===== src/rtl/toothless_pkg.sv =====
// Shared types and encodings for the toothless decode stage.
// ALU_MUL..ALU_REMU are only produced when TOOTHLESS_RV32M_EN is defined.
package toothless_pkg;

    typedef enum logic [4:0] {
        ALU_ADD, ALU_SUB, ALU_XOR, ALU_OR, ALU_AND, ALU_SLL, ALU_SRL, ALU_SRA,
        ALU_SLT, ALU_SLTU, ALU_EQ, ALU_NE, ALU_LT, ALU_GE, ALU_LTU, ALU_GEU,
        ALU_MUL, ALU_MULH, ALU_MULHSU, ALU_MULHU, ALU_DIV, ALU_DIVU, ALU_REM, ALU_REMU
    } alu_opcode_e;

    typedef enum logic [1:0] {OPA_REG, OPA_PC, OPA_ZERO} op_a_sel_e;
    typedef enum logic       {OPB_REG, OPB_IMM} op_b_sel_e;
    typedef enum logic [1:0] {CT_NONE, CT_BRANCH, CT_JAL, CT_JALR} ctrl_transfer_e;
    typedef enum logic [1:0] {DT_BYTE, DT_HALF, DT_WORD} data_type_e;

    typedef struct packed {
        op_a_sel_e      op_a_sel;
        op_b_sel_e      op_b_sel;
        ctrl_transfer_e ctrl_transfer;
        logic           data_req;
        data_type_e     data_type;
        logic           data_we;
        logic           data_sign_ext;
    } dec_ctrl_t;

    localparam logic [6:0] OPC_LUI    = 7'b0110111;
    localparam logic [6:0] OPC_AUIPC  = 7'b0010111;
    localparam logic [6:0] OPC_JAL    = 7'b1101111;
    localparam logic [6:0] OPC_JALR   = 7'b1100111;
    localparam logic [6:0] OPC_BRANCH = 7'b1100011;
    localparam logic [6:0] OPC_LOAD   = 7'b0000011;
    localparam logic [6:0] OPC_STORE  = 7'b0100011;
    localparam logic [6:0] OPC_OP_IMM = 7'b0010011;
    localparam logic [6:0] OPC_OP     = 7'b0110011;

    localparam logic [6:0] F7_BASE   = 7'b0000000;
    localparam logic [6:0] F7_ALT    = 7'b0100000;
    localparam logic [6:0] F7_MULDIV = 7'b0000001;

endpackage


===== src/rtl/decode_fifo.sv =====
// Circular instruction buffer; flush and reset empty it by clearing pointers and count.
module decode_fifo #(
    parameter int WIDTH = 64,
    parameter int DEPTH = 2
) (
    input  logic                     clk,
    input  logic                     rst,
    input  logic                     flush,
    input  logic                     push,
    input  logic [WIDTH-1:0]         wdata,
    input  logic                     pop,
    output logic [WIDTH-1:0]         rdata,
    output logic [$clog2(DEPTH):0]   count
);
    localparam int PTR_W = $clog2(DEPTH);
    localparam int CNT_W = PTR_W + 1;

    logic [WIDTH-1:0] mem [DEPTH];
    logic [PTR_W-1:0] wr_ptr;
    logic [PTR_W-1:0] rd_ptr;
    logic             full;
    logic             empty;
    logic             do_push;
    logic             do_pop;

    assign full    = (count == CNT_W'(DEPTH));
    assign empty   = (count == '0);
    assign do_push = push && !full && !flush;
    assign do_pop  = pop && !empty && !flush;
    assign rdata   = mem[rd_ptr];

    always_ff @(posedge clk or posedge rst) begin
        if (rst) begin
            wr_ptr <= '0;
            rd_ptr <= '0;
            count  <= '0;
        end else if (flush) begin
            wr_ptr <= '0;
            rd_ptr <= '0;
            count  <= '0;
        end else begin
            if (do_push) wr_ptr <= wr_ptr + PTR_W'(1);
            if (do_pop)  rd_ptr <= rd_ptr + PTR_W'(1);
            count <= count + CNT_W'(do_push) - CNT_W'(do_pop);
        end
    end

    // Storage carries no reset; only entries behind a valid count are ever read.
    always_ff @(posedge clk) begin
        if (do_push) mem[wr_ptr] <= wdata;
    end

endmodule


===== src/rtl/decode_stage.sv =====
// RV32I decode stage: instruction FIFO, combinational decode of the head, registered bundle.
// Define TOOTHLESS_RV32M_EN to decode the M-extension R-type encodings.
module decode_stage
    import toothless_pkg::*;
#(
    parameter int DATA_WIDTH = 32,
    parameter int FIFO_DEPTH = 2
) (
    input  logic                  clk,
    input  logic                  rst,
    input  logic                  flush_i,
    input  logic                  instr_valid_i,
    input  logic [31:0]           instr_i,
    input  logic [DATA_WIDTH-1:0] instr_pc_i,
    input  logic                  dec_ready_i,
    output logic                  instr_ready_o,
    output logic                  dec_valid_o,
    output logic [DATA_WIDTH-1:0] dec_pc_o,
    output alu_opcode_e           alu_operator_o,
    output logic [DATA_WIDTH-1:0] imm_o,
    output logic                  imm_valid_o,
    output logic [4:0]            rs1_o,
    output logic [4:0]            rs2_o,
    output logic [4:0]            rd_o,
    output logic [2:0]            rs_rd_used_o,
    output dec_ctrl_t             ctrl_o,
    output logic                  instr_invalid_o
);
    localparam int CNT_W = $clog2(FIFO_DEPTH) + 1;

    logic [DATA_WIDTH+31:0] fifo_rdata;
    logic [CNT_W-1:0]       fifo_count;
    logic                   fifo_empty;
    logic                   load;
    logic [31:0]            instr;

    logic [6:0]         opcode;
    logic [2:0]         funct3;
    logic [6:0]         funct7;
    logic signed [31:0] imm32;
    alu_opcode_e        d_alu;
    logic               d_imm_valid;
    logic [2:0]         d_used;
    dec_ctrl_t          d_ctrl;
    logic               d_invalid;

    assign instr         = fifo_rdata[31:0];
    assign fifo_empty    = (fifo_count == '0);
    assign instr_ready_o = (fifo_count != CNT_W'(FIFO_DEPTH));
    assign load          = !fifo_empty && (!dec_valid_o || dec_ready_i);

    decode_fifo #(
        .WIDTH (DATA_WIDTH + 32),
        .DEPTH (FIFO_DEPTH)
    ) u_fifo (
        .clk   (clk),
        .rst   (rst),
        .flush (flush_i),
        .push  (instr_valid_i && instr_ready_o),
        .wdata ({instr_pc_i, instr_i}),
        .pop   (load),
        .rdata (fifo_rdata),
        .count (fifo_count)
    );

    always_comb begin
        opcode      = instr[6:0];
        funct3      = instr[14:12];
        funct7      = instr[31:25];
        imm32       = '0;
        d_alu       = ALU_ADD;
        d_imm_valid = 1'b0;
        d_used      = 3'b000;
        d_ctrl      = '0;
        d_invalid   = 1'b0;
        case (opcode)
            OPC_LUI, OPC_AUIPC: begin
                d_ctrl.op_a_sel = (opcode == OPC_LUI) ? OPA_ZERO : OPA_PC;
                d_ctrl.op_b_sel = OPB_IMM;
                imm32           = {instr[31:12], 12'b0};
                d_imm_valid     = 1'b1;
                d_used          = 3'b100;
            end
            OPC_JAL: begin
                d_ctrl.op_a_sel      = OPA_PC;
                d_ctrl.op_b_sel      = OPB_IMM;
                d_ctrl.ctrl_transfer = CT_JAL;
                imm32       = {{11{instr[31]}}, instr[31], instr[19:12], instr[20], instr[30:21], 1'b0};
                d_imm_valid = 1'b1;
                d_used      = 3'b100;
            end
            OPC_JALR: begin
                d_ctrl.op_b_sel      = OPB_IMM;
                d_ctrl.ctrl_transfer = CT_JALR;
                imm32       = {{20{instr[31]}}, instr[31:20]};
                d_imm_valid = 1'b1;
                d_used      = 3'b101;
                d_invalid   = (funct3 != 3'b000);
            end
            OPC_BRANCH: begin
                d_ctrl.ctrl_transfer = CT_BRANCH;
                imm32       = {{19{instr[31]}}, instr[31], instr[7], instr[30:25], instr[11:8], 1'b0};
                d_imm_valid = 1'b1;
                d_used      = 3'b011;
                case (funct3)
                    3'b000:  d_alu = ALU_EQ;
                    3'b001:  d_alu = ALU_NE;
                    3'b100:  d_alu = ALU_LT;
                    3'b101:  d_alu = ALU_GE;
                    3'b110:  d_alu = ALU_LTU;
                    3'b111:  d_alu = ALU_GEU;
                    default: d_invalid = 1'b1;
                endcase
            end
            OPC_LOAD: begin
                d_ctrl.op_b_sel      = OPB_IMM;
                d_ctrl.data_req      = 1'b1;
                d_ctrl.data_sign_ext = !funct3[2];
                imm32       = {{20{instr[31]}}, instr[31:20]};
                d_imm_valid = 1'b1;
                d_used      = 3'b101;
                case (funct3)
                    3'b000, 3'b100: d_ctrl.data_type = DT_BYTE;
                    3'b001, 3'b101: d_ctrl.data_type = DT_HALF;
                    3'b010:         d_ctrl.data_type = DT_WORD;
                    default:        d_invalid = 1'b1;
                endcase
            end
            OPC_STORE: begin
                d_ctrl.op_b_sel = OPB_IMM;
                d_ctrl.data_req = 1'b1;
                d_ctrl.data_we  = 1'b1;
                imm32       = {{20{instr[31]}}, instr[31:25], instr[11:7]};
                d_imm_valid = 1'b1;
                d_used      = 3'b011;
                case (funct3)
                    3'b000:  d_ctrl.data_type = DT_BYTE;
                    3'b001:  d_ctrl.data_type = DT_HALF;
                    3'b010:  d_ctrl.data_type = DT_WORD;
                    default: d_invalid = 1'b1;
                endcase
            end
            OPC_OP_IMM: begin
                d_ctrl.op_b_sel = OPB_IMM;
                imm32       = {{20{instr[31]}}, instr[31:20]};
                d_imm_valid = 1'b1;
                d_used      = 3'b101;
                case (funct3)
                    3'b000: d_alu = ALU_ADD;
                    3'b010: d_alu = ALU_SLT;
                    3'b011: d_alu = ALU_SLTU;
                    3'b100: d_alu = ALU_XOR;
                    3'b110: d_alu = ALU_OR;
                    3'b111: d_alu = ALU_AND;
                    3'b001: begin
                        imm32     = {27'b0, instr[24:20]};
                        d_alu     = ALU_SLL;
                        d_invalid = (funct7 != F7_BASE);
                    end
                    default: begin
                        imm32     = {27'b0, instr[24:20]};
                        d_alu     = (funct7 == F7_ALT) ? ALU_SRA : ALU_SRL;
                        d_invalid = (funct7 != F7_BASE) && (funct7 != F7_ALT);
                    end
                endcase
            end
            OPC_OP: begin
                d_used = 3'b111;
                if (funct7 == F7_BASE) begin
                    case (funct3)
                        3'b000:  d_alu = ALU_ADD;
                        3'b001:  d_alu = ALU_SLL;
                        3'b010:  d_alu = ALU_SLT;
                        3'b011:  d_alu = ALU_SLTU;
                        3'b100:  d_alu = ALU_XOR;
                        3'b101:  d_alu = ALU_SRL;
                        3'b110:  d_alu = ALU_OR;
                        default: d_alu = ALU_AND;
                    endcase
                end else if (funct7 == F7_ALT && funct3 == 3'b000) begin
                    d_alu = ALU_SUB;
                end else if (funct7 == F7_ALT && funct3 == 3'b101) begin
                    d_alu = ALU_SRA;
`ifdef TOOTHLESS_RV32M_EN
                end else if (funct7 == F7_MULDIV) begin
                    case (funct3)
                        3'b000:  d_alu = ALU_MUL;
                        3'b001:  d_alu = ALU_MULH;
                        3'b010:  d_alu = ALU_MULHSU;
                        3'b011:  d_alu = ALU_MULHU;
                        3'b100:  d_alu = ALU_DIV;
                        3'b101:  d_alu = ALU_DIVU;
                        3'b110:  d_alu = ALU_REM;
                        default: d_alu = ALU_REMU;
                    endcase
`endif
                end else begin
                    d_invalid = 1'b1;
                end
            end
            default: d_invalid = 1'b1;
        endcase
        // Illegal encodings deliver an inert bundle: no operands, no memory request.
        if (d_invalid) begin
            imm32       = '0;
            d_alu       = ALU_ADD;
            d_imm_valid = 1'b0;
            d_used      = 3'b000;
            d_ctrl      = '0;
        end
    end

    always_ff @(posedge clk or posedge rst) begin
        if (rst) begin
            dec_valid_o     <= 1'b0;
            dec_pc_o        <= '0;
            alu_operator_o  <= ALU_ADD;
            imm_o           <= '0;
            imm_valid_o     <= 1'b0;
            rs1_o           <= '0;
            rs2_o           <= '0;
            rd_o            <= '0;
            rs_rd_used_o    <= '0;
            ctrl_o          <= '0;
            instr_invalid_o <= 1'b0;
        end else if (flush_i) begin
            dec_valid_o <= 1'b0;
        end else if (load) begin
            dec_valid_o     <= 1'b1;
            dec_pc_o        <= fifo_rdata[DATA_WIDTH+31:32];
            alu_operator_o  <= d_alu;
            imm_o           <= DATA_WIDTH'(imm32);
            imm_valid_o     <= d_imm_valid;
            rs1_o           <= d_used[0] ? instr[19:15] : 5'd0;
            rs2_o           <= d_used[1] ? instr[24:20] : 5'd0;
            rd_o            <= d_used[2] ? instr[11:7]  : 5'd0;
            rs_rd_used_o    <= d_used;
            ctrl_o          <= d_ctrl;
            instr_invalid_o <= d_invalid;
        end else if (dec_ready_i) begin
            dec_valid_o <= 1'b0;
        end
    end

endmodule

===== config.mk =====
export PLATFORM = sky130hd
export DESIGN_NAME = decode_stage
export DESIGN_NICKNAME = d
export VERILOG_FILES = /design/src/rtl/toothless_pkg.sv /design/src/rtl/decode_fifo.sv /design/src/rtl/decode_stage.sv
export SDC_FILE = /design/constraint.sdc
export NUM_CORES = 1
export LEC_CHECK = 0
export ABC_AREA = 1
export CAP_MARGIN = 20
export CORE_MARGIN = 5
export CORE_UTILIZATION = 25
export CTS_CLUSTER_DIAMETER = 40
export DETAILED_ROUTE_END_ITERATION = 10
export PLACE_DENSITY = 0.41
export SETUP_SLACK_MARGIN = 0.2
export SYNTH_ARGS = -nofsm -noshare
export SYNTH_HDL_FRONTEND = slang
export SYNTH_SLANG_ARGS = --single-unit

===== constraint.sdc =====
create_clock -name clk -period 11.1 [get_ports clk]
set_input_delay 2.22 -clock clk [delete_from_list [all_inputs] [get_ports clk]]
set_output_delay 2.22 -clock clk [all_outputs]
set_load 0.1 [all_outputs]

==> flow_summary.toml <==
[run_status]
outcome = "finished, final reports clean"

[yosys]
synthesis.instances = 995
synthArstFlopShare_pct = 44.6
yosysWarnings = 0
seq_area_frac_synth_pct = 64.0
synth_seq_cells = 231
synthDistinctLibCells = 38
synthesis.nets = 1066
yosysTopAreaCell = "edfxtp_1"
synth_area_per_cell_sq_um = 10.1
synth-main-ff-cell = "edfxtp_1"
syn-cell-area_sq_mm = 0.0100
synth_edf_count = 128
synth_top_area_share_pct = 38.3
synthTopCellsByArea = "edfxtp_1, dfrtp_1, nand2_1"

[cells_and_area]
fin_cells = 1724
fin_nets = 1237
final_area_sq_mm = 0.0135
final_core_util_pct = 34.1
drive_gt1_share_pct = 13.0
fillerInstances = 4067
syn2layout_area_growth_pct = 35.0

[clock_tree]
clockBufferDepth = 3
post_cts_buffers = 0
clock-sinks = 231
htreeDepth = 2
ctsHoldBuffers = 0
cts_tree = "built"
worstSkewPairLatency_ns = 0.53
cts_inserted_buffers = 41
cts_root_buffer = "clkbuf_16"
clkTransAtPathRegs_ns = 0.05
cts_resized = 0

[sta]
max_freq_mhz = 219
final_hold_viol_count = 0
slew_headroom_pct = 24.3
min_period_ns = 4.56
final_max_slew_viol_count = 0
worst_pin_slew_ns = 1.13
period_share_pct = 41.1
final.setup.tns_ns = 0
skew_ns = 0.0217
rsz0062_at_grt = "no"
setup_viol = 0

[routing]
drc_errors = 0
vias = 7406
wl_per_cell_um = 17.1
wl_um = 29500
met2_length_um = 13400
firstDrtPassIters = 4
wl_met1_um = 13300
highest_layer = "met5"
drtAntennaViolNets = 0
dr_wl_met3_um = 1960
post_drt_via_cell_ratio = 4.30
drtIter0Drc = 333

[worst_hold_path]
hold_class = "reg2reg"
hp-start = "alu_operator_o[1]$_DFFE_PP0P_"

[worst_setup_path]
rr_endpoint = "imm_o[6]$_DFFE_PP0P_"
ff2ff_setup_slack_ns = 7.22
critPathMaxFanout = 70
critPathMaxStageDelay_ns = 0.72
crit_path_end_kind = "register"
critPathLaunch = "dec_ready_i"
crit_end = "rs1_o[0]$_DFFE_PP0P_"
startpoint_type = "input port"
ff2ff_path_depth = 14
r2r-start = "u_fifo.rd_ptr$_DFFE_PP0P_"
arrival_ns = 4.98
slowest_stage = "buf_4"
path_class = "in2reg"
critPathRequiredTime_ns = 11.51
crit_path_cell_trace = "clkdlybuf4s50_1 > inv_1 > nand2_1 > o21ai_0 > nor2_1 > buf_4 > inv_4 > buf_4 > nor2_1 > nand4_1 > nand2_1"

[placement]
dpl_cell_area_sq_mm = 0.0122
dp.cells = 1648
gp_congestion = 0.845
port_buffers = 168
dp_hpwl_um = 19600

[global_route]
grt_pass1_vias = 7605
grt_pass1_wl_um = 45500
grt_util_all_layers_pct = 13.2
grt_max_degree = 71
antenna_found_initial = 4
overflow = 0

[floorplanning]
rows = 73
fp.coreArea_sq_mm = 0.0397
start_util_pct = 25.3
die_y_um = 210
ios = 170
die_area_sq_mm = 0.0443
die_w_um = 210

[power]
finalPower_mw = 3.35
p_leak_nw = 5.83
p_per_area_mw_per_mm2 = 247
peakVddDrop_uv = 219

[run]
maxCapViolCount = 0
==> metrics by stage <==
stage	setup WS [ns]	hold slack [ns]
after CTS	6.55	0.481
after global routing	6.30	0.505
after floorplan	5.35	0.480
after global placement	5.98	0.469
final	6.54	0.474
after detailed placement	5.97	0.467
==> layer usage <==
layer / track usage, % / vias up
met5: 0 / -
met4: 4.56 / 6
met3: 4.05 / 50
met2: 20.7 / 193
met1: 17.4 / 3510
li1: - / 3647
==> logic make-up (layout without fill, tap and decap cells) <==
kind of cell             count (synthesis)  in the layout  synth area share, %
AND/OR/NAND/NOR                        558            558                 24.3
flip-flops                             231            231                 64.0
buffers and inverters                  113            316                 5.20
AO/OA/AOI/OAI                           87             87                 6.03
XOR/XNOR                                 3              3                0.262
adder cells (fa/ha/maj)                  2              2                0.249
other                                    1              2               0.0374
==> report_power, final <==
group          internal (mW)  total, mW  switching [mW]  leakage, nW
Sequential              1.02       1.09          0.0681         2.56
Combinational          0.228       1.04           0.812         2.62
Clock                  0.784       1.22           0.437        0.661
Total                   2.03       3.35            1.32         5.83
==> state kept, by name, indices dropped and copies added, names as in the netlist, 2 cells and up <==
signal          cells
imm_o              32
u_fifo.mem        128
alu_operator_o      4
rd_o                5
rs_rd_used_o        3
dec_pc_o           32
ctrl_o             10
rs1_o               5
u_fifo.count        2
rs2_o               5
==> worst min path at each step <==
stage,endpoint,cells after the start
global route,ctrl_o[2]$_DFFE_PP0P_,2
CTS,alu_operator_o[1]$_DFFE_PP0P_,2
global placement,alu_operator_o[0]$_DFFE_PP0P_,2
finish,alu_operator_o[1]$_DFFE_PP0P_,2
detailed placement,alu_operator_o[1]$_DFFE_PP0P_,2
floorplan,u_fifo.wr_ptr$_DFFE_PP0P_,1
==> Yosys cell counts (2+ instances only) <==
cell type,instances
nor3_1,2
nand3_2,5
ha_1,2
inv_2,5
o31ai_1,32
nand3_1,40
nand4_1,26
o21ai_2,21
nand2_4,5
nor2_8,2
nand2_2,25
nand2_1,332
clkbuf_1,22
xor2_1,2
inv_1,60
o21ai_1,7
nor2_4,3
buf_4,5
edfxtp_1,128
nor2_2,6
a21oi_1,8
dfrtp_1,103
buf_2,12
nand3b_1,2
nor2_1,108
o21ai_0,14
buf_6,7
==> worst max-delay path: cells and delay by family <==
family | cells | cell delay (ns)
and+or+nand+nor | 5 | 0.63
AOI/OAI and AO/OA | 1 | 0.13
buffers and inverters | 5 | 1.92
==> cell usage in the layout (no fill, tap or decap), types with 3 or more instances in the layout <==
| master | count |
|---|---|
| nand3_1 | 40 |
| buf_4 | 8 |
| a21oi_1 | 8 |
| o21ai_2 | 21 |
| nand3_2 | 5 |
| clkinv_2 | 7 |
| inv_6 | 3 |
| nor2_1 | 105 |
| nand4_1 | 26 |
| inv_2 | 4 |
| o21ai_1 | 7 |
| clkinvlp_4 | 4 |
| clkbuf_1 | 6 |
| o21ai_0 | 14 |
| o31ai_1 | 32 |
| nand2_1 | 332 |
| bufinv_16 | 3 |
| nor2_2 | 7 |
| nor2_4 | 5 |
| edfxtp_1 | 128 |
| nand2_2 | 25 |
| nand2_4 | 5 |
| inv_1 | 59 |
| clkinv_4 | 6 |
| clkdlybuf4s50_1 | 168 |
| dfrtp_1 | 102 |
| clkbuf_16 | 42 |
==> layout make-up <==
class	instances	area [sq um]	share of cell area (%)
inverter	65	249	1.84
clock inverter	25	262	1.93
sequential	231	6420	47.4
antenna	1	2.50	0.0185
timing repair buffer	176	1740	12.9
tap	525	657	4.85
clock buffer	50	1100	8.13
multi-input combinational	651	3110	23.0
No activity file was read; power rests on OpenSTA's default activity.
